**src/rtl/uart_msg_sequencer.sv**
```systemverilog
// Drives the byte-level UART TX with an "LED:bbbb" status line on every accepted trigger.
// Counts triggers dropped while a line is in flight and aborts a line whose byte stalls too long.
module uart_msg_sequencer #(
  parameter int unsigned USE_CRLF       = 1,
  parameter int unsigned TIMEOUT_CYCLES = 1_000_000
) (
  input  logic       clk,
  input  logic       reset,
  input  logic       tx_start,
  input  logic [3:0] led_state,
  input  logic       tx_ready,
  output logic       tx_valid,
  output logic [7:0] tx_data,
  output logic       seq_busy,
  output logic       line_done,
  output logic       timeout_err,
  output logic [7:0] overrun_cnt
);

  localparam int unsigned CW       = (TIMEOUT_CYCLES > 2) ? $clog2(TIMEOUT_CYCLES) : 1;
  localparam logic [CW-1:0] LIMIT  = CW'(TIMEOUT_CYCLES - 1);
  localparam logic [3:0]    LAST   = (USE_CRLF != 0) ? 4'd9 : 4'd8;

  typedef enum logic [1:0] {IDLE, SEND, DONE} state_t;

  state_t        state, state_nxt;
  logic [3:0]    idx, idx_nxt;
  logic [3:0]    snap, snap_nxt;
  logic [CW-1:0] tcnt, tcnt_nxt;
  logic          terr_nxt;
  logic [7:0]    ovr_nxt;
  logic [7:0]    byte_sel;

  always_ff @(posedge clk or negedge reset) begin
    if (!reset) begin
      state       <= IDLE;
      idx         <= '0;
      snap        <= '0;
      tcnt        <= '0;
      timeout_err <= 1'b0;
      overrun_cnt <= '0;
    end else begin
      state       <= state_nxt;
      idx         <= idx_nxt;
      snap        <= snap_nxt;
      tcnt        <= tcnt_nxt;
      timeout_err <= terr_nxt;
      overrun_cnt <= ovr_nxt;
    end
  end

  always_comb begin
    state_nxt = state;
    idx_nxt   = idx;
    snap_nxt  = snap;
    tcnt_nxt  = tcnt;
    terr_nxt  = timeout_err;
    tx_valid  = 1'b0;
    line_done = 1'b0;
    case (state)
      IDLE: begin
        if (tx_start) begin
          snap_nxt  = led_state;
          idx_nxt   = '0;
          tcnt_nxt  = '0;
          terr_nxt  = 1'b0;
          state_nxt = SEND;
        end
      end
      SEND: begin
        tx_valid = 1'b1;
        // A transfer on the limit cycle wins over the timeout.
        if (tx_ready) begin
          tcnt_nxt = '0;
          if (idx == LAST) state_nxt = DONE;
          else             idx_nxt   = idx + 4'd1;
        end else if (tcnt == LIMIT) begin
          terr_nxt  = 1'b1;
          state_nxt = IDLE;
        end else begin
          tcnt_nxt = tcnt + 1'b1;
        end
      end
      DONE: begin
        line_done = 1'b1;
        state_nxt = IDLE;
      end
      default: state_nxt = IDLE;
    endcase
  end

  always_comb begin
    ovr_nxt = overrun_cnt;
    if (tx_start && (state != IDLE) && (overrun_cnt != '1)) ovr_nxt = overrun_cnt + 8'd1;
  end

  always_comb begin
    byte_sel = '0;
    case (idx)
      4'd0: byte_sel = 8'h4C;
      4'd1: byte_sel = 8'h45;
      4'd2: byte_sel = 8'h44;
      4'd3: byte_sel = 8'h3A;
      4'd4: byte_sel = {7'b0011000, snap[3]};
      4'd5: byte_sel = {7'b0011000, snap[2]};
      4'd6: byte_sel = {7'b0011000, snap[1]};
      4'd7: byte_sel = {7'b0011000, snap[0]};
      4'd8: byte_sel = (USE_CRLF != 0) ? 8'h0D : 8'h0A;
      4'd9: byte_sel = 8'h0A;
      default: byte_sel = '0;
    endcase
  end

  assign tx_data  = tx_valid ? byte_sel : '0;
  assign seq_busy = (state != IDLE);

endmodule
```
**config.mk**
```make
export PLATFORM = sky130hd
export DESIGN_NAME = uart_msg_sequencer
export DESIGN_NICKNAME = d
export VERILOG_FILES = /design/src/rtl/uart_msg_sequencer.sv
export SDC_FILE = /design/constraint.sdc
export NUM_CORES = 1
export LEC_CHECK = 0
export ABC_CLOCK_PERIOD_IN_PS = 5800
export CORE_UTILIZATION = 50
export DETAILED_ROUTE_END_ITERATION = 10
export PLACE_DENSITY = 0.72
export SETUP_SLACK_MARGIN = 0.2
export SLEW_MARGIN = 20
export SYNTH_ARGS = -nofsm -noshare
export SYNTH_HDL_FRONTEND = slang
export SYNTH_SLANG_ARGS = --single-unit
```
**constraint.sdc**
```tcl
create_clock -name clk -period 5.8 [get_ports clk]
set_input_delay 1.74 -clock clk [delete_from_list [all_inputs] [get_ports clk]]
set_output_delay 1.74 -clock clk [all_outputs]
set_load 0.1 [all_outputs]
```
==> results.toml, run 1 <==
[final_layout]
insertedDiodeCount = 0
layout-area-overhead-vs-synth_pct = 16.7
drive_above_1_share_pct = 10.5
num-nets-final = 272
post-route-util_pct = 62.9

[timing]
post-route-period-util_pct = 81.0
timing.final.max_slew_violations = 0
unrepaired_setup_endpoints_after_global_routing = "false"
final.min_clock_period_ns = 4.70
finalClockSkew_ns = 0.00278
timing.max_slew.rel_slack_pct = 34.8
tns_ns = 0
fmax_mhz = 213
setup_viol_count_final = 0
tightestPinTransition_ns = 0.974
finalHoldViolations = 0

[logic_synthesis]
postSynth.topFlopCell = "dfrtp_1"
syn-num-nets = 247
synthesis.instances = 232
seq_area_frac_synth_pct = 43.7
synth_area_um2 = 2230
synth_edf_count = 0
synth_async_sr_flop_share_pct = 100
syn-mean-instance-area_um2 = 9.63
synth-warning-count = 0
synth.top_cell.area_share_pct = 43.7
synth_seq_cells = 39
synthTopCellsByArea = "dfrtp_1, xnor2_1, ha_1"
yosys.area.top_type = "dfrtp_1"
netlist-cell-type-count = 51

[grt]
grt_start_max_net_pins = 40
antenna_found_initial = 0
via_count_of_the_first_global_routing_pass = 1632
grt_overflow = 0
global_route_wire_length_before_repair_um = 7450
grtUsageTotal_pct = 21.2

[power_and_ir_drop]
clockPowerShare_pct = 13.8
combPwrFrac_pct = 58.9
share_seq_of_total_power_pct = 27.3
power.share.switching_pct = 54.6
cellInternalPower_mw = 0.668
p_leak_nw = 1.08
cellPowerDensity_nw_per_um2 = 564
power.switching_mw = 0.803
ir_drop_uv = 405

[drt]
drt-vias-per-instance = 5.82
detailedRoute.firstPassIterationCount = 4
met1_length_um = 2240
wirelength_um = 4530
detail_route_antenna_nets = 0
top_signal_layer_used = "met4"
1st_iter_drt_viols = 185
vias = 1792
drc_errors = 0
detailroute.wirelength.met3_um = 174
detail_route.wl_per_cell_um = 14.7
met2WireLength_um = 2070

[floorplan]
die_w_um = 68.9
fp-row-count = 23
design.portCount = 28
start_util_pct = 53.9
design.core.area_um2 = 4140
chipHeight_um = 68.9
design.die.area_um2 = 4740

[worst_setup_path]
cp_data_required_time_ns = 4.06
worst-endpoint-arrival_ns = 2.96
critical_path_peak_fanout = 7
worstSetupEndpointType = "output port"
worstSetupPathType = "flop to output port"
critical_path.slowest_cell = "clkdlybuf4s50_1"
list_of_cells_traversed_by_the_critical_path = "inv_1, ha_1, or3_1, a21oi_1, o22ai_1, nand2_1, nor3_1, clkdlybuf4s50_1"
slowest_delay_ns = 1.15
cp_startpoint_kind = "flop"

[cts]
htreeDepth = 2
cts.clk_slew.worst_paths_ns = 0.07
cts_hold_buf = 0
cts_resized = 0
clockBufferDepth = 2
clock_sink_count = 39
cts.root.buffer_cell = "clkbuf_8"
tritoncts_clock_tree = "built"
cts_buffers = 5
clock_latency_ns = 0.29
post-cts-setup-buffer-count = 0

[place]
finalWeightedCongestion = 0.804
place_hpwl_um = 3270
place.port_buffers = 26

[run_status]
run_status = "completed"

[run]
maxCapViolations = 0

[min_path]
hold_path.class = "flop to flop"
## Yosys cell counts, types with 3 or more instances
cell and instances:
nand2_1 14, dfrtp_1 39, o21ai_0 15, xor2_1 4, mux2_2 6, nor4_1 3, a22oi_1 3, and3_1 3
o311ai_0 3, o41ai_1 4, inv_1 9, nand2b_1 3, nand4_1 6, ha_1 7, nand3_1 13, clkbuf_1 3
nor2_1 23, nor3_1 9, a31oi_1 4, xnor2_1 12, a21oi_1 8
## power by group through the flow
stage	clock network (mW)	registers (mW)	logic, mW
floorplan	0	0.530	0.571
global placement	0	0.406	0.863
finish	0.203	0.401	0.867
CTS	0.206	0.401	0.871
detailed placement	0	0.407	0.868
global route	0.217	0.413	0.919
## worst max-delay path, delay by kind of cell (launching register included)
kind            cells  cell delay [ns]
compound gates      2             0.23
fa+ha+maj           1             0.28
simple gates        3             0.44
buf+inv             2             1.27
flops               1             0.43
## per-stage QoR
| stage | worst slack, ns | cell area, um2 | instances | total power, mW | hold WS [ns] |
|---|---|---|---|---|---|
| final | 1.10 | 2610 | 308 | 1.47 | 0.502 |
| after detailed placement | 1.42 | 2510 | 300 | 1.28 | 0.492 |
| after floorplan | 0.418 | 2240 | 232 | 1.10 | 0.443 |
| after CTS | 1.09 | 2610 | 308 | 1.48 | 0.502 |
| after global routing | 0.917 | 2610 | 308 | 1.55 | 0.532 |
| after global placement | 1.48 | 2510 | 300 | 1.27 | 0.485 |
## path summary, 6_finish.rpt
kind / from / endpoint / slack [ns] / depth (start not counted)
min in group asynchronous: reset / tcnt[5] / 1.56 / 1
max reg2reg: tcnt[1] / tcnt[0] / 3.90 / 6
max: idx[0] / tx_data[3] / 1.10 / 8
min reg2reg: tcnt[19] / tcnt[19] / 0.50 / 1
max in group asynchronous: reset / overrun_cnt[6] / 3.70 / 1
min: tcnt[19] / tcnt[19] / 0.50 / 1
## cell type report
class | count | area [um2]
well taps | 50 | 62.6
flip-flops and latches | 39 | 976
clock buffers | 8 | 100
inverters | 9 | 33.8
multi-input cells | 175 | 1170
repair buffers | 27 | 263
fillers | 360 | 1540
## cells in the final DEF (no fill, tap or decap), types with 2 or more instances in the layout
master	instances
and3_1	3
ha_1	7
xor2_1	4
o211ai_1	2
nor2_1	23
a31oi_1	4
nor3_1	9
nand4_1	6
nor4_1	2
nand2b_1	3
clkdlybuf4s50_1	25
o21bai_1	2
a211oi_1	2
nand2_1	14
a21oi_1	8
mux2_2	6
nand3_1	13
o311ai_0	3
or3_1	2
o41ai_1	4
dfrtp_1	39
nor4b_1	2
a22oi_1	3
nand2_2	2
xnor2_1	12
inv_1	9
mux2i_1	2
clkbuf_8	7
o21ai_0	15
and2_1	2
## cells by family (layout without fill, tap and decap cells)
kind of cell,after synthesis,after routing,synth area share [%]
AOI/OAI and AO/OA,50,50,14.7
xor gates and xnor gates,16,16,6.27
adders and majority gates,7,7,3.92
buffers and inverters,18,44,4.14
DFF,39,39,43.7
muxes,8,8,3.92
other,1,1,0.168
and+or+nand+nor,93,93,23.2
## layer usage
| layer | GRT usage [%] | vias to the layer above |
|---|---|---|
| li1 | - | 888 |
| met1 | 30.5 | 863 |
| met2 | 31.3 | 35 |
| met3 | 4.77 | 6 |
| met4 | 6.89 | 0 |
| met5 | 0 | - |
## state kept, by name, indices dropped and copies added (netlist names)
signal	cells
idx	4
timeout_err	1
tcnt	20
overrun_cnt	8
state	2
snap	4
No activity file was read; power rests on OpenSTA's default activity.
==> run 2, diff against run 1 <==
ABC_CLOCK_PERIOD_IN_PS = 4500   (was 5800)
clock period = 4.5 ns   (was 5.8 ns; I/O delays follow)
==> run 2 against run 1 <==
Sequential power is 29% higher. Critical path depth did not move. Clock-buffer cell count fell by 1. Flip-flop and latch count did not move. Cell area fell by 0.96%. Wire length down 0.27%. Clock skew is 0.0063 ns higher. Setup slack got worse by 0.19 ns. Die area stayed put. Worst hold slack got worse by 0.0075 ns. Global-route usage grew 0.65 points. Largest cell class unchanged. Largest power group unchanged. Highest routed layer unchanged.
==> results.toml, run 2 (synthesized netlist as in run 1, its figures left out) <==
[run_status]
run_status = "completed"

[final_layout]
num-nets-final = 272
largest_register_ffs = 20
final_common_cell = "dfrtp_1"
drive_above_1_share_pct = 14.3
fillerInstances = 363
insertedDiodeCount = 0
layout-area-overhead-vs-synth_pct = 15.6
top_regs = "tcnt x20, overrun_cnt x8"
final_cell_mix = "dfrtp_1, nor2_1, clkdlybuf4s50_1, o21ai_0, nand2_1"
regMostFlops = "tcnt"
final_cell_count_no_fill = 308
post-route-util_pct = 62.3

[worst_setup_path]
critical_path_peak_fanout = 7
worst-endpoint-arrival_ns = 2.24
worstSetupEndpointType = "output port"
worstSetupPathType = "flop to output port"
cp_data_required_time_ns = 3.15
cp_startpoint_kind = "flop"

[timing]
timing.final.max_slew_violations = 0
tightestPinTransition_ns = 0.971
final.min_clock_period_ns = 3.59
post-route-period-util_pct = 79.7
timing.max_slew.rel_slack_pct = 35.1
finalClockSkew_ns = 0.00903
setup_viol_count_final = 0
finalHoldViolations = 0
fmax_mhz = 279
worst_hold_slack_ns = 0.494
unrepaired_setup_endpoints_after_global_routing = "false"

[cts]
htreeDepth = 2
cts.clk_slew.worst_paths_ns = 0.08
post-cts-setup-buffer-count = 0
clock_sink_count = 39
clock_latency_ns = 0.29
clockBufferDepth = 2
tritoncts_clock_tree = "built"
cts_resized = 0
cts_buffers = 5
cts.root.buffer_cell = "clkbuf_8"
cts_hold_buf = 0

[grt]
grtUsageTotal_pct = 21.8
grt_overflow = 0
grt_start_max_net_pins = 40
global_route_wire_length_before_repair_um = 7510
antenna_found_initial = 0
via_count_of_the_first_global_routing_pass = 1674

[power_and_ir_drop]
cellPowerDensity_nw_per_um2 = 719
p_leak_nw = 1.08
post-layout-total-power_mw = 1.86
ir_drop_uv = 415

[floorplan]
fp-row-count = 23
design.die.area_um2 = 4740
die_w_um = 68.9
start_util_pct = 53.9
design.portCount = 28
chipHeight_um = 68.9
design.core.area_um2 = 4140

[drt]
wirelength_um = 4520
1st_iter_drt_viols = 71
detail_route.wl_per_cell_um = 14.7
drt-vias-per-instance = 5.74
drc_errors = 0
vias = 1768
detailedRoute.firstPassIterationCount = 4
detail_route_antenna_nets = 0

[place]
dp.cells = 300
place.port_buffers = 26
finalWeightedCongestion = 0.847
place_hpwl_um = 3230

[run]
maxCapViolations = 0

[min_path]
hold_path.class = "flop to flop"
-- run 2: cell types whose count changed in the layout (fill, tap and decap cells not counted), sizes merged --
cell / previous run / this run
buf: 2 / 10
clkbuf: 8 / 7
clkinv: 0 / 1
clkdlybuf4s50: 25 / 17
-- run 2: cell type report --
cell class | count | area [um2] | share of cell area (%)
multi-input combinational | 175 | 1190 | 45.9
clock buffer | 7 | 76.3 | 2.96
tap | 50 | 62.6 | 2.42
timing repair buffer | 27 | 243 | 9.40
clock inverter | 1 | 5.00 | 0.194
sequential | 39 | 976 | 37.8
inverter | 9 | 33.8 | 1.31
-- run 2: report_power, final --
| group | internal [mW] | switching [mW] | total [mW] |
|---|---|---|---|
| sequential | 0.426 | 0.0917 | 0.517 |
| clock | 0.109 | 0.118 | 0.226 |
| combinational | 0.282 | 0.831 | 1.11 |
-- run 2: metrics by stage --
stage	area, um2	setup WS [ns]	TNS (ns)
3_3_place_gp	2500	1.30	0
4_1_cts	2580	0.902	0
5_1_grt	2580	0.737	0
3_5_place_dp	2500	1.23	0
6_report	2580	0.913	0
2_1_floorplan	2250	-0.188	-0.188
-- run 2: critical path: stages (launching register included) --
cell     delay [ns]
dfrtp_1        0.43
inv_1          0.09
ha_1           0.25
or3_1          0.38
a21oi_1        0.23
o22ai_1        0.11
nand2_1        0.15
nor3_2         0.06
buf_4          0.24
-- run 2: layer usage --
layer | up-vias | track usage (%) | wire, um
li1 | 887 | - | -
met1 | 824 | 27.7 | 2160
met2 | 52 | 36.2 | 2110
met3 | 5 | 5.43 | 194
met4 | 0 | 7.14 | 58
met5 | - | 0 | 0
-- run 2: worst paths after layout --
check                              start              to  slack [ns]  cells past startpoint
min in group asynchronous          reset  overrun_cnt[2]        1.17                      1
worst min register to register  tcnt[19]        tcnt[19]        0.49                      1
max in group asynchronous          reset        tcnt[19]        2.80                      1
worst max register to register   tcnt[0]         tcnt[6]        2.50                      6
worst max-delay path              idx[1]      tx_data[3]        0.91                      8
worst min-delay path            tcnt[19]        tcnt[19]        0.49                      1
